## config.mk

```make
export PLATFORM = sky130hd
export DESIGN_NAME = eth_rx_fcs_check_flat
export DESIGN_NICKNAME = d
export VERILOG_FILES = /design/src/rtl/eth_crc_pkg.sv /design/src/rtl/eth_rx_fcs_check_if.sv /design/src/rtl/eth_rx_fcs_check_crc32_d8.sv /design/src/rtl/eth_rx_fcs_check.sv /design/src/flat_wrapper.sv
export SDC_FILE = /design/constraint.sdc
export NUM_CORES = 1
export LEC_CHECK = 0
export ABC_CLOCK_PERIOD_IN_PS = 5000
export CAP_MARGIN = 30
export CORE_ASPECT_RATIO = 1.2
export CORE_MARGIN = 3
export CORE_UTILIZATION = 60
export CTS_CLUSTER_DIAMETER = 150
export DETAILED_ROUTE_END_ITERATION = 8
export PLACE_DENSITY = 0.85
export SLEW_MARGIN = 10
export SYNTH_ARGS = -nofsm -noshare
export SYNTH_HDL_FRONTEND = slang
export SYNTH_SLANG_ARGS = --single-unit
```

## constraint.sdc

```tcl
create_clock -name clk -period 5 [get_ports clk]
set_input_delay 1 -clock clk [delete_from_list [all_inputs] [get_ports clk]]
set_output_delay 1 -clock clk [all_outputs]
set_load 0.02 [all_outputs]
```

## src/rtl/eth_crc_pkg.sv

```systemverilog
// Shared constants and types for the RX FCS checker.
package eth_crc_pkg;
  localparam int          LEN_W_DEF   = 16;
  localparam int          MIN_FRAME   = 64;
  localparam int          MAX_FRAME   = 1518;
  localparam logic [31:0] CRC_INIT    = 32'hFFFF_FFFF;
  localparam logic [31:0] CRC_RESIDUE = 32'hC704_DD7B;
  localparam logic [31:0] CRC_POLY    = 32'h04C1_1DB7;

  typedef enum logic {IDLE, FRAME} fcs_state_t;

  typedef struct packed {
    logic                 crc_ok;
    logic [LEN_W_DEF-1:0] len;
    logic                 runt;
    logic                 long;
    logic                 abort;
  } rx_stat_t;
endpackage

```

## src/rtl/eth_rx_fcs_check_if.sv

```systemverilog
// RX word stream in, per-frame status out.
interface eth_rx_fcs_check_if #(parameter int LEN_W = 16);
  logic             in_valid;
  logic             in_sop;
  logic             in_eop;
  logic             in_odd;
  logic [15:0]      in_data;
  logic             stat_valid;
  logic             stat_crc_ok;
  logic [LEN_W-1:0] stat_len;
  logic             stat_runt;
  logic             stat_long;
  logic             stat_abort;
  logic [31:0]      crc_cur;

  modport master (
    output in_valid, in_sop, in_eop, in_odd, in_data,
    input  stat_valid, stat_crc_ok, stat_len, stat_runt, stat_long, stat_abort, crc_cur
  );
  modport slave (
    input  in_valid, in_sop, in_eop, in_odd, in_data,
    output stat_valid, stat_crc_ok, stat_len, stat_runt, stat_long, stat_abort, crc_cur
  );
endinterface

```

## src/rtl/eth_rx_fcs_check_crc32_d8.sv

```systemverilog
// One byte of MSB-first CRC-32 (poly 0x04C11DB7); data[7] enters first.
module crc32_d8
  import eth_crc_pkg::*;
(
  input  logic [31:0] crc_in,
  input  logic [7:0]  data,
  output logic [31:0] crc_out
);
  always_comb begin
    crc_out = crc_in;
    for (int i = 7; i >= 0; i--)
      crc_out = {crc_out[30:0], 1'b0} ^ ((crc_out[31] ^ data[i]) ? CRC_POLY : 32'h0);
  end
endmodule

```

## src/rtl/eth_rx_fcs_check.sv

```systemverilog
// RX FCS checker: CRC-32 over every frame byte incl. FCS, residue compare at EOP.
module eth_rx_fcs_check #(
  parameter int          LEN_W       = eth_crc_pkg::LEN_W_DEF,
  parameter int          MIN_BYTES   = eth_crc_pkg::MIN_FRAME,
  parameter int          MAX_BYTES   = eth_crc_pkg::MAX_FRAME,
  parameter logic [31:0] CRC_INIT    = eth_crc_pkg::CRC_INIT,
  parameter logic [31:0] CRC_RESIDUE = eth_crc_pkg::CRC_RESIDUE
) (
  input logic               clk,
  input logic               rst_n,
  eth_rx_fcs_check_if.slave rx
);
  import eth_crc_pkg::*;

  fcs_state_t       state;
  rx_stat_t         stat_q;
  logic             stat_vld;
  logic [31:0]      crc_q, crc_seed, crc_hi, crc_lo, crc_nxt;
  logic [LEN_W-1:0] len_q, len_base, len_nxt;
  logic [LEN_W:0]   len_sum;
  logic             odd_end, crc_ok;

  // SOP always restarts from the seed so a stale register never leaks into a frame
  assign crc_seed = rx.in_sop ? CRC_INIT : crc_q;
  assign len_base = rx.in_sop ? '0 : len_q;
  assign odd_end  = rx.in_eop & rx.in_odd;

  crc32_d8 u_hi (.crc_in(crc_seed), .data(rx.in_data[15:8]), .crc_out(crc_hi));
  crc32_d8 u_lo (.crc_in(crc_hi),   .data(rx.in_data[7:0]),  .crc_out(crc_lo));

  assign crc_nxt = odd_end ? crc_hi : crc_lo;
  assign crc_ok  = (crc_nxt == CRC_RESIDUE);
  assign len_sum = {1'b0, len_base} + (odd_end ? (LEN_W+1)'(1) : (LEN_W+1)'(2));
  assign len_nxt = len_sum[LEN_W] ? '1 : len_sum[LEN_W-1:0];

  function automatic rx_stat_t mk_stat(input logic [LEN_W-1:0] l, input logic ok,
                                       input logic ab);
    rx_stat_t s;
    s.crc_ok = ok;
    s.len    = LEN_W_DEF'(l);
    s.runt   = int'(l) < MIN_BYTES;
    s.long   = int'(l) > MAX_BYTES;
    s.abort  = ab;
    return s;
  endfunction

  always_ff @(posedge clk or negedge rst_n) begin
    if (!rst_n) begin
      state    <= IDLE;
      crc_q    <= CRC_INIT;
      len_q    <= '0;
      stat_vld <= 1'b0;
      stat_q   <= '0;
    end else begin
      stat_vld <= 1'b0;
      stat_q   <= '0;
      // reload after status; a new frame in the same cycle overrides below
      if (stat_vld && state == IDLE) begin
        crc_q <= CRC_INIT;
        len_q <= '0;
      end
      case (state)
        IDLE: if (rx.in_valid && rx.in_sop) begin
          crc_q <= crc_nxt;
          len_q <= len_nxt;
          if (rx.in_eop) begin
            stat_vld <= 1'b1;
            stat_q   <= mk_stat(len_nxt, crc_ok, 1'b0);
          end else begin
            state <= FRAME;
          end
        end
        FRAME: if (rx.in_valid) begin
          crc_q <= crc_nxt;
          len_q <= len_nxt;
          if (rx.in_sop) begin
            stat_vld <= 1'b1;
            stat_q   <= mk_stat(len_q, 1'b0, 1'b1);
            if (rx.in_eop) state <= IDLE;
          end else if (rx.in_eop) begin
            stat_vld <= 1'b1;
            stat_q   <= mk_stat(len_nxt, crc_ok, 1'b0);
            state    <= IDLE;
          end
        end
        default: state <= IDLE;
      endcase
    end
  end

  assign rx.stat_valid  = stat_vld;
  assign rx.stat_crc_ok = stat_q.crc_ok;
  assign rx.stat_len    = LEN_W'(stat_q.len);
  assign rx.stat_runt   = stat_q.runt;
  assign rx.stat_long   = stat_q.long;
  assign rx.stat_abort  = stat_q.abort;
  assign rx.crc_cur     = crc_q;
endmodule
```

## src/flat_wrapper.sv

```systemverilog
// flat-port wrapper written by rule: the top's interface ports become plain ports
module eth_rx_fcs_check_flat import eth_crc_pkg::*;
#(
  parameter int          LEN_W       = eth_crc_pkg::LEN_W_DEF,
  parameter int          MIN_BYTES   = eth_crc_pkg::MIN_FRAME,
  parameter int          MAX_BYTES   = eth_crc_pkg::MAX_FRAME,
  parameter logic [31:0] CRC_INIT    = eth_crc_pkg::CRC_INIT,
  parameter logic [31:0] CRC_RESIDUE = eth_crc_pkg::CRC_RESIDUE
)
  (clk, rst_n, rx_in_valid, rx_in_sop, rx_in_eop, rx_in_odd, rx_in_data, rx_stat_valid, rx_stat_crc_ok, rx_stat_len, rx_stat_runt, rx_stat_long, rx_stat_abort, rx_crc_cur);
  eth_rx_fcs_check_if #(.LEN_W(LEN_W)) rx_i ();
  input logic clk;
  input logic rst_n;
  input wire logic [$bits(rx_i.in_valid)-1:0] rx_in_valid;
  input wire logic [$bits(rx_i.in_sop)-1:0] rx_in_sop;
  input wire logic [$bits(rx_i.in_eop)-1:0] rx_in_eop;
  input wire logic [$bits(rx_i.in_odd)-1:0] rx_in_odd;
  input wire logic [$bits(rx_i.in_data)-1:0] rx_in_data;
  output wire logic [$bits(rx_i.stat_valid)-1:0] rx_stat_valid;
  output wire logic [$bits(rx_i.stat_crc_ok)-1:0] rx_stat_crc_ok;
  output wire logic [$bits(rx_i.stat_len)-1:0] rx_stat_len;
  output wire logic [$bits(rx_i.stat_runt)-1:0] rx_stat_runt;
  output wire logic [$bits(rx_i.stat_long)-1:0] rx_stat_long;
  output wire logic [$bits(rx_i.stat_abort)-1:0] rx_stat_abort;
  output wire logic [$bits(rx_i.crc_cur)-1:0] rx_crc_cur;
  assign rx_i.in_valid = rx_in_valid;
  assign rx_i.in_sop = rx_in_sop;
  assign rx_i.in_eop = rx_in_eop;
  assign rx_i.in_odd = rx_in_odd;
  assign rx_i.in_data = rx_in_data;
  assign rx_stat_valid = rx_i.stat_valid;
  assign rx_stat_crc_ok = rx_i.stat_crc_ok;
  assign rx_stat_len = rx_i.stat_len;
  assign rx_stat_runt = rx_i.stat_runt;
  assign rx_stat_long = rx_i.stat_long;
  assign rx_stat_abort = rx_i.stat_abort;
  assign rx_crc_cur = rx_i.crc_cur;
  eth_rx_fcs_check #(.LEN_W(LEN_W), .MIN_BYTES(MIN_BYTES), .MAX_BYTES(MAX_BYTES), .CRC_INIT(CRC_INIT), .CRC_RESIDUE(CRC_RESIDUE)) u_core (.clk(clk), .rst_n(rst_n), .rx(rx_i));
endmodule
```

==> run metrics <==
clock sinks=70; Finished Layout Cells=860; Netlist cell types=68; Detailed Place HPWL=14900 microns; Slew headroom=46.1%; Critical Path RT=5.24 ns; mapped cell area=6350 sq um; sequential area share after synthesis=28.2%; RR Startpoint=u_core.rx.crc_cur[30]$_DFF_PN1_; layout cells sized above 1=14.0%; hold_buf cts=0; ys async rst share=100%; post-CTS resize count=0; worst-path cell chain=clkdlybuf4s50_1 -> xor2_1 -> xor3_1 -> xnor3_1 -> xor2_1 -> xnor2_1 -> mux2i_1 -> nor4_1 -> nand4_1 -> nor4_2; Post-DP Area=7150 sq um; Finish-stage setup viols=0; clk_lat worst skew=0.34 ns; # DRC=0; Synth Instances=672; fin crit period=4.72 ns; Total GRT Usage=34.1%; Iteration-0 DRC Markers=548; htree depth=3; Final nets=754; CP Launch Type=primary input; Starting Density=62.5%; post-synth net total=697; area share of the largest cell type after synthesis=15.0%; ranking of synthesized cells by area=dfrtp_1 15%, xnor2_1 14%, dfstp_2 13%; HP Class=reg2reg; largest net degree at the start of global routing=44; Die ar.=11900 sq um; Die Wd=99.9 microns; post-route cell area=7470 sq um; Clock Skew=0.00864 ns; CP Capture Type=flop; TritonCTS clock tree=built; slowest stage delay, CP=0.74 ns; flops & latches, synth=70; GP Congestion=1.01; global-route wire length before repair=31000 microns; Max Fclk=212 MHz; diode count=0; vias per inst=6.28; Slew Limit Fails=0; WHS=0.524 ns; run status=finished, final reports clean; total wire length=19600 microns; Reg clk slew, reported paths=0.06 ns; CTS max path bufs=2; core area=10200 sq um; critical path's slowest cell=clkdlybuf4s50_1; initial antenna violation count=0; Top FF cell, synth=dfrtp_1; post-CTS setup repair buffer count=0; area delta synth->final=17.6%; antenna viol nets, final=0; unrepaired setup endpoints after global routing=false; total grt overflow=0; R2R cell count=10; IO Count=75; hold endpoint=u_core.rx.crc_cur[14]$_DFF_PN1_; slew of the pin with the lowest slew margin=0.809 ns; Yosys top cell by area=dfrtp_1; final number of hold-violating endpoints=0; hold depth=2; Final Util=73.6%; CP Class=in2reg; placed cell count=844; drt wl/cell=22.8 microns; Crit Path Max Fanout=6; Max Cap Viol=0; Crit Reg-Reg Endpoint=u_core.rx.stat_crc_ok$_DFF_PN0_; CTS Root Cell=clkbuf_16; CTS buffer count=9; hold path startpoint=u_core.rx.crc_cur[14]$_DFF_PN1_; Worst EP arrival=4.96 ns; num rows=40; vias in the first global route=5522; most used cell, CP=xor2_1; Synthesis Warnings=0; r2r setup slk=1.03 ns; Post-Syn Area per Cell=9.45 sq um; Die Y=119 microns; total number of vias=5398; Post-synth top cells=104 x xnor2_1, 81 x nor2_1, 56 x nand2_1; Tcrit/Tclk final=94.5%; DRT Pass-1 Iters=5; PortBufs=74; most common cell in the synthesized netlist=xnor2_1; Post-synth EDFFs=0
## cell usage in the layout, fill, tap and decap left out, drive strengths merged, types with 8 or more instances in the layout
cell / Yosys / final
dfrtp: 38 / 38
a22o: 9 / 9
a21oi: 46 / 46
o21ai: 35 / 35
nor2: 84 / 84
nand4: 8 / 8
xnor3: 27 / 27
xor2: 41 / 41
mux2i: 11 / 11
nand2: 56 / 56
nor3: 9 / 9
nor2b: 11 / 11
clkdlybuf4s50: 0 / 72
xnor2: 113 / 113
buf: 25 / 27
clkbuf: 28 / 10
inv: 10 / 10
dfstp: 32 / 32
o22a: 14 / 14
a22oi: 8 / 8
## per-layer routing
layer	vias up	wire length (microns)	global-route usage [%]	part of all wire (%)
li1	2391	-	-	-
met1	2628	7300	41.8	37
met2	313	10000	58.1	51
met3	66	1320	4.43	6.7
met4	0	988	17.2	5.0
met5	-	0	0	0
## stage by stage
step	TNS, ns	setup WS, ns
3_3_place_gp	0	0.0180
5_1_grt	0	0.273
6_report	0	0.276
2_1_floorplan	0	0.0110
4_1_cts	0	0.307
3_5_place_dp	-0.0140	-0.0140
## flip-flops by register name, indices dropped and copies added, names as in the netlist
name,flops
u_core.state,1
u_core.rx.stat_long,1
u_core.rx.stat_runt,1
u_core.len_q,16
u_core.rx.stat_abort,1
u_core.rx.crc_cur,32
u_core.rx.stat_valid,1
u_core.rx.stat_crc_ok,1
u_core.rx.stat_len,16
## worst max-delay path: cells and delay by family
kind | cells | cell delay, ns
xor gates and xnor gates | 5 | 1.98
and+or+nand+nor | 3 | 1.02
buffers and inverters | 1 | 0.74
muxes | 1 | 0.22
## final cells by class
cell class / count / area, sq um
inverter: 11 / 41.3
clock inverter: 6 / 85.1
clock buffer: 10 / 239
sequential: 70 / 1790
tap: 126 / 158
timing repair buffer: 99 / 918
multi-input combinational: 538 / 4240
fill: 743 / 2690
## how the worst max path moves through the flow
stage,from,to,slack (ns)
floorplan,rx_in_sop,u_core.rx.stat_long$_DFF_PN0_,0.01
global placement,rx_in_data[12],u_core.rx.stat_crc_ok$_DFF_PN0_,0.02
detailed placement,rx_in_data[12],u_core.rx.stat_crc_ok$_DFF_PN0_,-0.01
CTS,rx_in_data[12],u_core.rx.stat_crc_ok$_DFF_PN0_,0.31
global route,rx_in_data[12],u_core.rx.stat_crc_ok$_DFF_PN0_,0.27
finish,rx_in_data[12],u_core.rx.stat_crc_ok$_DFF_PN0_,0.28
## cell families after synthesis
family	Yosys count	share of synthesized area (%)
AO/OA/AOI/OAI	135	13.6
XOR/XNOR	186	35.8
adder cells (fa/ha/maj)	5	1.02
buffers and inverters	64	5.04
flip-flops	70	28.2
multiplexers	13	2.15
AND/OR/NAND/NOR	199	14.2
Power is left out: the tool's default activity adds up to more than one toggle a clock period on the data nets, which glitch-free logic cannot reach.
